[src/rtl/quadrature_encoder_emulator.sv]
// Quadrature encoder emulator: produces A/B/Index waveforms at a commanded
// edge rate and direction, either free-running or for a counted move, and
// keeps a signed position count matching what the downstream decoder sees.
// Optional build macro ENC_ERR_INJECT_EN adds an err_inject input that makes
// the next edge an illegal double-step (A and B toggle together).
module quadrature_encoder_emulator #(
    parameter int COUNTS_PER_REV = 4096,
    parameter int PERIOD_W       = 24,
    parameter int MIN_PERIOD     = 4
) (
    input  logic                clk,
    input  logic                reset_n,
    input  logic                enable,
    input  logic [PERIOD_W-1:0] step_period,
    input  logic                direction,
    input  logic                move_start,
    input  logic [15:0]         move_steps,
    input  logic                load_pos,
    input  logic signed [31:0]  load_value,
`ifdef ENC_ERR_INJECT_EN
    input  logic                err_inject,
`endif
    output logic                enc_a,
    output logic                enc_b,
    output logic                enc_index,
    output logic signed [31:0]  emu_position,
    output logic                busy,
    output logic                move_done
);

    localparam int REV_W = (COUNTS_PER_REV > 1) ? $clog2(COUNTS_PER_REV) : 1;
    localparam logic [REV_W-1:0] REV_MAX = REV_W'(COUNTS_PER_REV - 1);
    localparam logic [PERIOD_W-1:0] MIN_P = PERIOD_W'(MIN_PERIOD);

    typedef enum logic [1:0] {ST_IDLE, ST_RUN, ST_MOVE} state_t;

    state_t              state;
    logic [1:0]          phase;        // 0..3 = S0..S3, Gray-mapped onto A/B
    logic [PERIOD_W-1:0] timer;
    logic [PERIOD_W-1:0] timer_next;
    logic [PERIOD_W-1:0] eff_period;
    logic [REV_W-1:0]    rev_cnt;
    logic [REV_W-1:0]    rev_next;
    logic [15:0]         remaining;
    logic [1:0]          phase_next;
    logic                edge_fire;
    logic                inject_now;

`ifdef ENC_ERR_INJECT_EN
    logic err_armed;
    assign inject_now = err_armed;
`else
    assign inject_now = 1'b0;
`endif

    // Effective edge spacing: 0 stops, small nonzero requests clamp up.
    always_comb begin
        // NOTE: every always_comb output gets a default first so no path can infer a latch.
        eff_period = step_period;
        if (step_period == '0) begin
            eff_period = '0;
        end else if (step_period < MIN_P) begin
            eff_period = MIN_P;
        end
    end

    // Edge strobe, timer reload and the phase/revolution values an edge produces.
    always_comb begin
        edge_fire  = 1'b0;
        phase_next = phase;
        rev_next   = rev_cnt;
        if ((state == ST_RUN && enable) || state == ST_MOVE) begin
            edge_fire = (timer == PERIOD_W'(1)) && (eff_period != '0);
        end

        // Timer of 0 means a stalled run that restarts once the period is nonzero.
        if (eff_period == '0) begin
            timer_next = '0;
        end else if (timer <= PERIOD_W'(1)) begin
            timer_next = eff_period;
        end else begin
            timer_next = timer - PERIOD_W'(1);
        end

        if (inject_now) begin
            phase_next = phase + 2'd2;
        end else if (direction) begin
            phase_next = phase + 2'd1;
            rev_next   = (rev_cnt == REV_MAX) ? '0 : rev_cnt + REV_W'(1);
        end else begin
            phase_next = phase - 2'd1;
            rev_next   = (rev_cnt == '0) ? REV_MAX : rev_cnt - REV_W'(1);
        end
    end

    // Mode FSM with registered busy/move_done and registered A/B/Index outputs.
    always_ff @(posedge clk or negedge reset_n) begin
        if (!reset_n) begin
            // NOTE: sequential state uses non-blocking assignments so all flops update from pre-edge values.
            state     <= ST_IDLE;
            busy      <= 1'b0;
            move_done <= 1'b0;
            timer     <= '0;
            remaining <= '0;
            phase     <= 2'd0;
            rev_cnt   <= '0;
            enc_a     <= 1'b0;
            enc_b     <= 1'b0;
            enc_index <= 1'b1;
        end else begin
            move_done <= 1'b0;
            case (state)
                ST_IDLE: begin
                    if (move_start && move_steps != '0 && eff_period != '0) begin
                        state     <= ST_MOVE;
                        busy      <= 1'b1;
                        remaining <= move_steps;
                        timer     <= eff_period;
                    end else if (enable && eff_period != '0) begin
                        state <= ST_RUN;
                        busy  <= 1'b1;
                        timer <= eff_period;
                    end
                end
                ST_RUN: begin
                    if (!enable) begin
                        state <= ST_IDLE;
                        busy  <= 1'b0;
                    end else begin
                        timer <= timer_next;
                    end
                end
                ST_MOVE: begin
                    timer <= timer_next;
                    if (edge_fire) begin
                        remaining <= remaining - 16'd1;
                        if (remaining == 16'd1) begin
                            state     <= ST_IDLE;
                            busy      <= 1'b0;
                            move_done <= 1'b1;
                        end
                    end
                end
                default: begin
                    state <= ST_IDLE;
                    busy  <= 1'b0;
                end
            endcase

            if (edge_fire) begin
                phase     <= phase_next;
                rev_cnt   <= rev_next;
                enc_a     <= phase_next[1] ^ phase_next[0];
                enc_b     <= phase_next[1];
                enc_index <= (rev_next == '0);
            end
        end
    end

    // Position count; a load in the same cycle as an edge overrides the step.
    always_ff @(posedge clk or negedge reset_n) begin
        if (!reset_n) begin
            emu_position <= '0;
        end else if (load_pos) begin
            emu_position <= load_value;
        end else if (edge_fire && !inject_now) begin
            emu_position <= direction ? emu_position + 32'sd1 : emu_position - 32'sd1;
        end
    end

`ifdef ENC_ERR_INJECT_EN
    // Error-inject flag: armed by a pulse, consumed by the next edge.
    always_ff @(posedge clk or negedge reset_n) begin
        if (!reset_n) begin
            err_armed <= 1'b0;
        end else if (edge_fire) begin
            err_armed <= err_inject;
        end else if (err_inject) begin
            err_armed <= 1'b1;
        end
    end
`endif

endmodule

[config.mk]
export PLATFORM = sky130hd
export DESIGN_NAME = quadrature_encoder_emulator
export DESIGN_NICKNAME = d
export VERILOG_FILES = /design/src/rtl/quadrature_encoder_emulator.sv
export SDC_FILE = /design/constraint.sdc
export NUM_CORES = 1
export LEC_CHECK = 0
export BUFFER_PORTS_ARGS = -buffer_cell sky130_fd_sc_hd__buf_4
export CORE_UTILIZATION = 58
export DETAILED_ROUTE_END_ITERATION = 7
export PLACE_DENSITY_LB_ADDON = 0.08
export SETUP_SLACK_MARGIN = 0.5
export SYNTH_ARGS = -nofsm -noshare
export SYNTH_HDL_FRONTEND = slang
export SYNTH_SLANG_ARGS = --single-unit
export TNS_END_PERCENT = 1
[constraint.sdc]
create_clock -name clk -period 3.8 [get_ports clk]
set_input_delay 0.76 -clock clk [delete_from_list [all_inputs] [get_ports clk]]
set_output_delay 0.76 -clock clk [all_outputs]
set_load 0.05 [all_outputs]
==> flow_metrics.py, run 1 <==
metrics = {
    "sta": {
        "rsz0062_at_grt": "true",
        "final_max_slew_viol_count": 0,
        "worstMarginPinSlew_ns": 0.908,
        "period_share": 0.821,
        "skew_ns": 0.0107,
        "clock.fmax_mhz": 320,
        "setup_viol": 0,
        "hold_viol_final": 0,
        "layout_min_cycle_time_ns": 3.12,
        "slew_headroom": 0.389,
        "fin_tns_setup_ns": 0,
    },
    "synthesis": {
        "synth_nets": 1023,
        "yosys.area.top_type_share": 0.320,
        "synth_cell_type_count": 66,
        "ys.flop_type": "dfrtp_1",
        "yosys.area.top_type": "dfrtp_1",
        "synth_xor_area_frac": 0.0530,
        "synth_top_family_by_area": "compound AO/OA/AOI/OAI gates",
        "async_flop_share": 1.00,
        "synth_area_um2": 7110,
        "synthAdderAreaFrac": 0.0750,
        "synth_area_leaders": "dfrtp_1 32%, o21ai_0 8.0%, a21oi_1 7.7%",
        "synthMuxAreaShare": 0.0218,
        "synth_cells": 903,
        "synth_edf_count": 0,
        "synth_compound_area_frac": 0.264,
        "synth_warnings": 0,
        "ys_ff_latch": 92,
        "syn_area_per_cell_um2": 7.87,
        "yosys.area_share.simple": 0.224,
        "ys_seq_area_frac": 0.324,
    },
    "global_route": {
        "met3_usage": 0.0583,
        "track_usage": 0.304,
        "grt_max_degree": 77,
        "grt_pass1_wl_um": 31300,
        "met1_usage": 0.413,
        "gr-total-overflow": 0,
        "grt_antenna_before_repair": 0,
        "grt_pass1_vias": 6645,
        "grt-busiest-layer": "met2",
        "grt.met2_usage": 0.484,
    },
    "setup_path": {
        "cp.buffers_inverters": 3,
        "crit_fanout": 16,
        "critPathMaxStageDelay_ns": 0.32,
        "crit_path_end_kind": "register",
        "cpLargestDelayFamily": "compound AO/OA/AOI/OAI gates",
        "cp_cell_sequence": "buf_4 -> inv_4 -> buf_4 -> ha_1 -> a21o_1 -> a21o_1 -> a21oi_1 -> nor2b_1 -> nand3b_1 -> o21bai_1 -> o31ai_1 -> xor2_1 -> o221ai_1",
        "required_ns": 4.00,
        "path_class": "in2reg",
        "rrSetupSlack_ns": 0.77,
        "worst_path_max_delay_cell": "ha_1",
        "startpoint_type": "primary input",
        "arrival_ns": 3.33,
    },
    "detailed_routing": {
        "wl_per_cell_um": 16.0,
        "drc": 0,
        "ant_nets": 0,
        "first_pass_iters": 7,
        "drt-initial-drc-count": 351,
        "via_count": 7121,
        "routed_wl_um": 18400,
        "vias_per_cell": 6.18,
    },
    "power": {
        "p_leak_uw": 0.00369,
        "power.ir.vdd_worst_uv": 412,
        "powerDensity_nw_per_um2": 535,
    },
    "final_layout": {
        "layout-drive-gt1-share": 0.171,
        "diodes": 0,
        "final_cell_mix": "131 x buf_4, 113 x o21ai_0, 106 x a21oi_1",
        "num-fill-cells": 1041,
        "regArea_um2": 2300,
        "fin_nets": 1122,
        "layout_commonest_cell": "buf_4",
        "final_core_util": 0.708,
        "area_growth_pct": 19.1,
        "multi_input_area_um2": 4580,
    },
    "floorplan": {
        "core-area_um2": 12000,
        "dieArea_um2": 12700,
        "die_w_um": 113,
        "die_h_um": 113,
        "row_count": 40,
        "ios": 115,
        "start_util": 0.594,
    },
    "worst_hold_path": {
        "hp-class": "in2async",
    },
    "clock_tree": {
        "clock-sinks": 92,
        "htree_num_levels": 3,
        "holdBufCountCts": 0,
        "numCtsBuffers": 9,
        "cts_buffer_depth": 2,
        "cts_tree": "done",
        "cts.clk_slew.worst_paths_ns": 0.07,
        "clk_latency_ns": 0.35,
        "cts_root_buffer": "clkbuf_16",
    },
    "placed_design": {
        "io_buffers": 114,
        "dp_hpwl_um": 13300,
        "place_congestion": 0.889,
    },
    "run": {
        "max_cap_viol_count": 0,
    },
    "run_status": {
        "status": "completed",
    },
}
[per-layer routing]
metal	share of wire	up-vias
met3	0.048	36
met4	0.020	0
met1	0.46	3382
li1	-	3504
met5	0	-
met2	0.47	199
[worst register-to-register path, delay by kind of cell, from the launching register on]
kind | cells | cell delay [ns]
flip-flops | 1 | 0.44
AO/OA/AOI/OAI | 3 | 0.91
AND/OR/NAND/NOR | 5 | 1.57
[cell usage after synthesis (all sizes together), types with 2 or more instances]
cell type,n
a221o,2
nor3,28
nand4,8
inv,25
o221ai,3
mux2,4
a2bb2oi,2
xnor2,24
xor2,19
dfrtp,91
ha,41
nor4,25
o21a,7
nor4b,2
nor2,79
a21o,15
nand2b,6
nand3b,2
o31ai,4
nand2,96
and3,8
o211ai,3
nor2b,4
or2,3
buf,9
a211oi,5
nand3,30
o21bai,4
a31oi,10
clkbuf,35
o21ai,115
or3,10
a211o,2
a21oi,109
nor3b,18
a22oi,6
o31a,3
o22ai,16
mux2i,11
a2111oi,2
[cell families after synthesis]
group           Yosys count
fa+ha+maj                42
simple gates            323
xor+xnor                 43
compound gates          319
flops                    92
buf+inv                  69
mux                      15
[per-stage QoR]
step	cell area, µm²	total power, µW	std cells	hold WS (ns)	setup WS, ns
3_3_place_gp	8140	3520	1138	0.465	0.264
4_1_cts	8450	4520	1153	0.318	0.495
2_1_floorplan	7160	3010	903	0.464	0.508
3_5_place_dp	8140	3570	1138	0.484	0.143
5_1_grt	8460	4870	1153	0.340	0.399
6_report	8460	4520	1153	0.309	0.678
[area by class of cell]
type                    count  area share
inverters                  25      0.0114
multi-input cells         742       0.541
clock inverters             3     0.00517
repair buffers            132       0.119
flip-flops and latches     92       0.272
well taps                 147      0.0217
clock buffers              12      0.0303
[registers in the layout, summed over array words and instances (netlist names)]
| name | count |
|---|---|
| enc_index | 1 |
| phase | 1 |
| rev_cnt | 12 |
| remaining | 16 |
| state | 2 |
| move_done | 1 |
| enc_a | 1 |
| busy | 1 |
| timer | 24 |
| emu_position | 32 |
| enc_b | 1 |
[worst paths after layout]
path | end | cells past startpoint | start
worst min register to register | phase[0]$_DFFE_PN0P_ | 1 | phase[0]$_DFFE_PN0P_
min in group clk | phase[0]$_DFFE_PN0P_ | 1 | phase[0]$_DFFE_PN0P_
worst min-delay path | emu_position[9]$_DFFE_PN0P_ | 1 | reset_n
max in group asynchronous | enc_index$_DFFE_PN1P_ | 2 | reset_n
worst max-delay path | emu_position[28]$_DFFE_PN0P_ | 13 | direction
worst max register to register | remaining[12]$_DFFE_PN0P_ | 8 | timer[14]$_DFFE_PN0P_
[power breakdown]
| group | switching [µW] | leakage (µW) | total [µW] | internal, µW |
|---|---|---|---|---|
| Clock | 389 | 0.000149 | 933 | 544 |
| Sequential | 296 | 0.00113 | 1550 | 1250 |
| Combinational | 1240 | 0.00241 | 2040 | 803 |
| Total | 1920 | 0.00369 | 4520 | 2600 |
[timing repair]
item | CTS | global route
buffers inserted | 0 | 0
endpoints found under the setup margin | 13 | 24
gates resized for setup | 1 | 5
No activity file was read; power rests on OpenSTA's default activity.
==> run 2: changes to the inputs <==
- clock period: 3.8 -> 3.1 ns (I/O delays scaled with it)
==> flow_metrics.py, run 2 (same netlist as run 1, synthesis figures left out) <==
metrics = {
    "run_status": {
        "status": "completed",
    },
    "detailed_routing": {
        "routed_wl_um": 19600,
        "drc": 0,
        "wl_per_cell_um": 16.2,
        "first_pass_iters": 4,
        "drt-initial-drc-count": 496,
        "ant_nets": 0,
        "vias_per_cell": 6.11,
        "via_count": 7381,
    },
    "final_layout": {
        "layout-drive-gt1-share": 0.224,
        "layout_commonest_cell": "buf_4",
        "diodes": 0,
        "multi_input_area_um2": 4630,
        "reg_top3": "emu_position x32, timer x24, remaining x16",
        "top_register": "emu_position",
        "final_cell_mix": "182 x buf_4, 110 x o21ai_0, 106 x a21oi_1",
        "largest_reg_flops": 32,
        "fin_nets": 1178,
        "regArea_um2": 2310,
        "num-fill-cells": 934,
        "area_growth_pct": 26.0,
    },
    "clock_tree": {
        "cts_buffer_depth": 2,
        "holdBufCountCts": 0,
        "clock-sinks": 92,
        "cts_root_buffer": "clkbuf_16",
        "numCtsBuffers": 9,
        "cts.clk_slew.worst_paths_ns": 0.07,
        "cts_tree": "done",
        "clk_latency_ns": 0.36,
        "htree_num_levels": 3,
    },
    "power": {
        "p_sw_frac": 0.429,
        "power_switching_uw": 2440,
        "p_leak_uw": 0.00397,
        "comb_power_share": 0.481,
        "internal-power_uw": 3240,
        "pwr-share-seq": 0.333,
        "power.ir.vdd_worst_uv": 542,
        "total_power_uw": 5680,
        "clkPwrFrac": 0.186,
        "powerDensity_nw_per_um2": 635,
    },
    "setup_path": {
        "required_ns": 3.35,
        "path_class": "reg2reg",
        "arrival_ns": 2.95,
        "crit_fanout": 5,
        "critPathLaunch": "timer[13]$_DFFE_PN0P_",
        "rrSetupSlack_ns": 0.39,
        "reg2regPathDepth": 10,
        "crit_path_end_kind": "register",
        "reg2reg_to": "timer[22]$_DFFE_PN0P_",
        "startpoint_type": "register",
        "r2r_start": "timer[13]$_DFFE_PN0P_",
    },
    "sta": {
        "clock.fmax_mhz": 369,
        "final_max_slew_viol_count": 0,
        "fin_tns_setup_ns": 0,
        "hold_viol_final": 0,
        "setup_viol": 0,
        "layout_min_cycle_time_ns": 2.71,
        "skew_ns": 0.00843,
        "worstMarginPinSlew_ns": 0.734,
        "period_share": 0.873,
        "slew_headroom": 0.506,
        "rsz0062_at_grt": "true",
    },
    "global_route": {
        "grt.met2_usage": 0.535,
        "grt-busiest-layer": "met2",
        "gr-total-overflow": 0,
        "met3_usage": 0.0421,
        "track_usage": 0.326,
        "grt_antenna_before_repair": 0,
        "grt_pass1_vias": 7046,
        "met1_usage": 0.438,
        "grt_max_degree": 77,
        "grt_pass1_wl_um": 33500,
    },
    "placed_design": {
        "io_buffers": 114,
        "place_congestion": 0.890,
        "dp_hpwl_um": 13900,
    },
    "floorplan": {
        "dieArea_um2": 12700,
        "die_w_um": 113,
        "row_count": 40,
        "start_util": 0.594,
        "core-area_um2": 12000,
        "die_h_um": 113,
        "ios": 115,
    },
    "worst_hold_path": {
        "hp-class": "in2async",
    },
    "run": {
        "max_cap_viol_count": 0,
    },
}
-- run 2: changes by cell type in the layout (fill, tap and decap cells not counted), sizes merged --
cell	change
clkinvlp	+1
clkinv	+2
bufinv	-1
buf	+55
clkbuf	-1
-- run 2: timing repair --
item / 4_1_cts / 5_1_grt
buffers inserted: 10 / 1
gates cloned: 1 / 0
setup endpoints to repair: 45 / 83
gates resized for setup: 12 / 9
pin swaps: 14 / 4
-- run 2: worst max-delay path: stages (launching register included) --
cell     delay (ns)
dfrtp_2        0.45
nor4_4         0.36
nand3_2        0.16
buf_4          0.18
or3_1          0.41
or3_4          0.36
or3_1          0.34
nor2_1         0.10
nor2_1         0.04
o21ai_1        0.11
o21ai_1        0.08
-- run 2: worst max path at each step --
| stage | endpoint |
|---|---|
| 3_5_place_dp | emu_position[29]$_DFFE_PN0P_ |
| 4_1_cts | emu_position[20]$_DFFE_PN0P_ |
| 3_3_place_gp | emu_position[29]$_DFFE_PN0P_ |
| 5_1_grt | emu_position[25]$_DFFE_PN0P_ |
| 6_report | timer[22]$_DFFE_PN0P_ |
| 2_1_floorplan | emu_position[28]$_DFFE_PN0P_ |
-- run 2: cell type report --
type | instances | area share
repair inverters | 1 | 0.000699
multi-input cells | 742 | 0.517
flip-flops and latches | 92 | 0.258
clock inverters | 4 | 0.00294
inverters | 25 | 0.0113
repair buffers | 187 | 0.163
clock buffers | 11 | 0.0271
well taps | 147 | 0.0205
-- run 2: power groups by stage --
stage               Sequential (µW)  Combinational, µW  Clock (µW)
detailed placement             1890               2630           0
finish                         1890               2740        1060
floorplan                      1980               1710           0
global placement               1880               2580           0
global route                   1940               3080        1120
CTS                            1870               2710        1060
-- run 2: through the flow --
step / area, µm² / hold WS (ns) / setup slack, ns / utilization / std cells
final: 8950 / 0.215 / 0.393 / 0.748 / 1209
after global routing: 8950 / 0.250 / 0.199 / 0.748 / 1209
after CTS: 8900 / 0.229 / 0.412 / 0.744 / 1208
after detailed placement: 8510 / 0.477 / -0.0836 / 0.712 / 1182
after global placement: 8510 / 0.466 / -0.0594 / 0.712 / 1182
after floorplan: 7190 / 0.324 / -0.0352 / - / 903
-- run 2: layer usage --
metal / vias up / part of all wire
li1: 3627 / -
met1: 3489 / 0.44
met5: - / 0
met3: 40 / 0.048
met4: 0 / 0.025
met2: 225 / 0.48
==> run 3: changes to the inputs <==
- CORE_ASPECT_RATIO: not set -> 1.1
==> flow_metrics.py, run 3 (same netlist as run 1, synthesis figures left out) <==
metrics = {
    "floorplan": {
        "die_w_um": 108,
        "die_h_um": 118,
        "dieArea_um2": 12700,
        "start_util": 0.593,
        "core-area_um2": 12000,
        "ios": 115,
        "row_count": 42,
    },
    "power": {
        "power_switching_uw": 2430,
        "pwr-share-seq": 0.338,
        "comb_power_share": 0.472,
        "power.ir.vdd_worst_uv": 560,
        "internal-power_uw": 3210,
        "clkPwrFrac": 0.190,
        "powerDensity_nw_per_um2": 630,
        "p_sw_frac": 0.431,
        "p_leak_uw": 0.00395,
    },
    "detailed_routing": {
        "routed_wl_um": 19000,
        "drt-initial-drc-count": 481,
        "first_pass_iters": 5,
        "via_count": 7349,
        "wl_per_cell_um": 15.7,
        "ant_nets": 0,
        "drc": 0,
        "vias_per_cell": 6.07,
    },
    "sta": {
        "setup_viol": 0,
        "period_share": 0.872,
        "final_max_slew_viol_count": 0,
        "setup_ws_ns": 0.395,
        "slew_headroom": 0.523,
        "clock.fmax_mhz": 370,
        "skew_ns": 0.0102,
        "hold_viol_final": 0,
        "layout_min_cycle_time_ns": 2.70,
        "worstMarginPinSlew_ns": 0.716,
        "rsz0062_at_grt": "true",
        "whs_ns": 0.253,
    },
    "placed_design": {
        "place_inst": 1190,
        "place_congestion": 0.899,
        "dp_slack_ns": -0.106,
        "io_buffers": 114,
        "dpl_cell_area_um2": 8540,
        "dp_hpwl_um": 13800,
    },
    "setup_path": {
        "arrival_ns": 2.95,
        "crit_fanout": 18,
        "path_class": "in2reg",
        "required_ns": 3.35,
        "startpoint_type": "primary input",
        "crit_path_end_kind": "register",
    },
    "global_route": {
        "grt_pass1_vias": 6968,
        "track_usage": 0.311,
        "grt_antenna_before_repair": 0,
        "grt_max_degree": 77,
        "grt_pass1_wl_um": 31800,
        "gr-total-overflow": 0,
    },
    "final_layout": {
        "reg_top3": "emu_position x32, timer x24, remaining x16",
        "top_register": "emu_position",
        "fin_nets": 1171,
        "diodes": 0,
        "layout_commonest_cell": "buf_4",
        "stdcell_area_um2": 8940,
        "stdcell_count": 1210,
        "largest_reg_flops": 32,
        "final_cell_mix": "176 x buf_4, 111 x o21ai_0, 105 x a21oi_1",
        "area_growth_pct": 25.8,
        "layout-drive-gt1-share": 0.223,
    },
    "run_status": {
        "status": "completed",
    },
    "clock_tree": {
        "cts_root_buffer": "clkbuf_16",
        "htree_num_levels": 3,
        "cts_tree": "done",
        "clock-sinks": 92,
        "numCtsBuffers": 9,
        "cts.clk_slew.worst_paths_ns": 0.06,
        "clk_latency_ns": 0.36,
        "cts_buffer_depth": 2,
    },
    "run": {
        "max_cap_viol_count": 0,
    },
    "worst_hold_path": {
        "hp-class": "in2async",
    },
}
run 3: worst paths after layout:
path	from	to	slack, ns	depth (start not counted)
worst min register to register	enc_index$_DFFE_PN1P_	enc_index$_DFFE_PN1P_	0.48	2
worst max register to register	emu_position[1]$_DFFE_PN0P_	emu_position[24]$_DFFE_PN0P_	0.42	11
worst max-delay path	direction	emu_position[24]$_DFFE_PN0P_	0.40	13
max in group asynchronous	reset_n	remaining[8]$_DFFE_PN0P_	2.18	2
worst min-delay path	reset_n	emu_position[10]$_DFFE_PN0P_	0.25	1
min in group clk	load_value[19]	emu_position[19]$_DFFE_PN0P_	0.47	3
run 3: stage by stage:
step | power (µW) | TNS (ns) | util
2_1_floorplan | 3690 | -0.0352 | -
3_3_place_gp | 4440 | -0.120 | 0.713
3_5_place_dp | 4510 | -0.377 | 0.713
4_1_cts | 5590 | 0 | 0.742
5_1_grt | 6060 | 0 | 0.746
6_report | 5640 | 0 | 0.746
run 3: critical path: stages:
cell and delay (ns):
buf_6 0.11, inv_12 0.06, fa_2 0.40, a21o_1 0.18, a21oi_2 0.16, o21bai_2 0.10
a2111o_1 0.42, a21oi_2 0.20, buf_4 0.14, o31ai_2 0.08, xnor2_1 0.13, o21ai_0 0.08
mux2_2 0.26
run 3: power by group through the flow:
stage | registers [µW] | clock network (µW) | logic [µW]
floorplan | 1980 | 0 | 1710
global placement | 1890 | 0 | 2550
detailed placement | 1900 | 0 | 2600
CTS | 1880 | 1080 | 2630
global route | 1960 | 1130 | 2960
finish | 1900 | 1070 | 2660
run 3: timing repair:
action,CTS,global route
pin swaps,8,6
gates resized for setup,12,12
endpoints found under the setup margin,38,77
buffers inserted,3,1
hold buffers,0,0
run 3: cell type report:
type,instances,area [µm²]
multi-input combinational,742,4650
fill,968,3040
sequential,92,2300
timing repair buffer,181,1410
clock buffer,11,243
tap,154,193
inverter,25,106
clock inverter,5,35.0
run 3: per-layer routing:
metal | GRT usage | part of all wire | up-vias
met2 | 0.524 | 0.49 | 197
met5 | 0 | 0 | -
li1 | - | - | 3619
met3 | 0.0482 | 0.048 | 35
met1 | 0.396 | 0.43 | 3498
met4 | 0.123 | 0.025 | 0
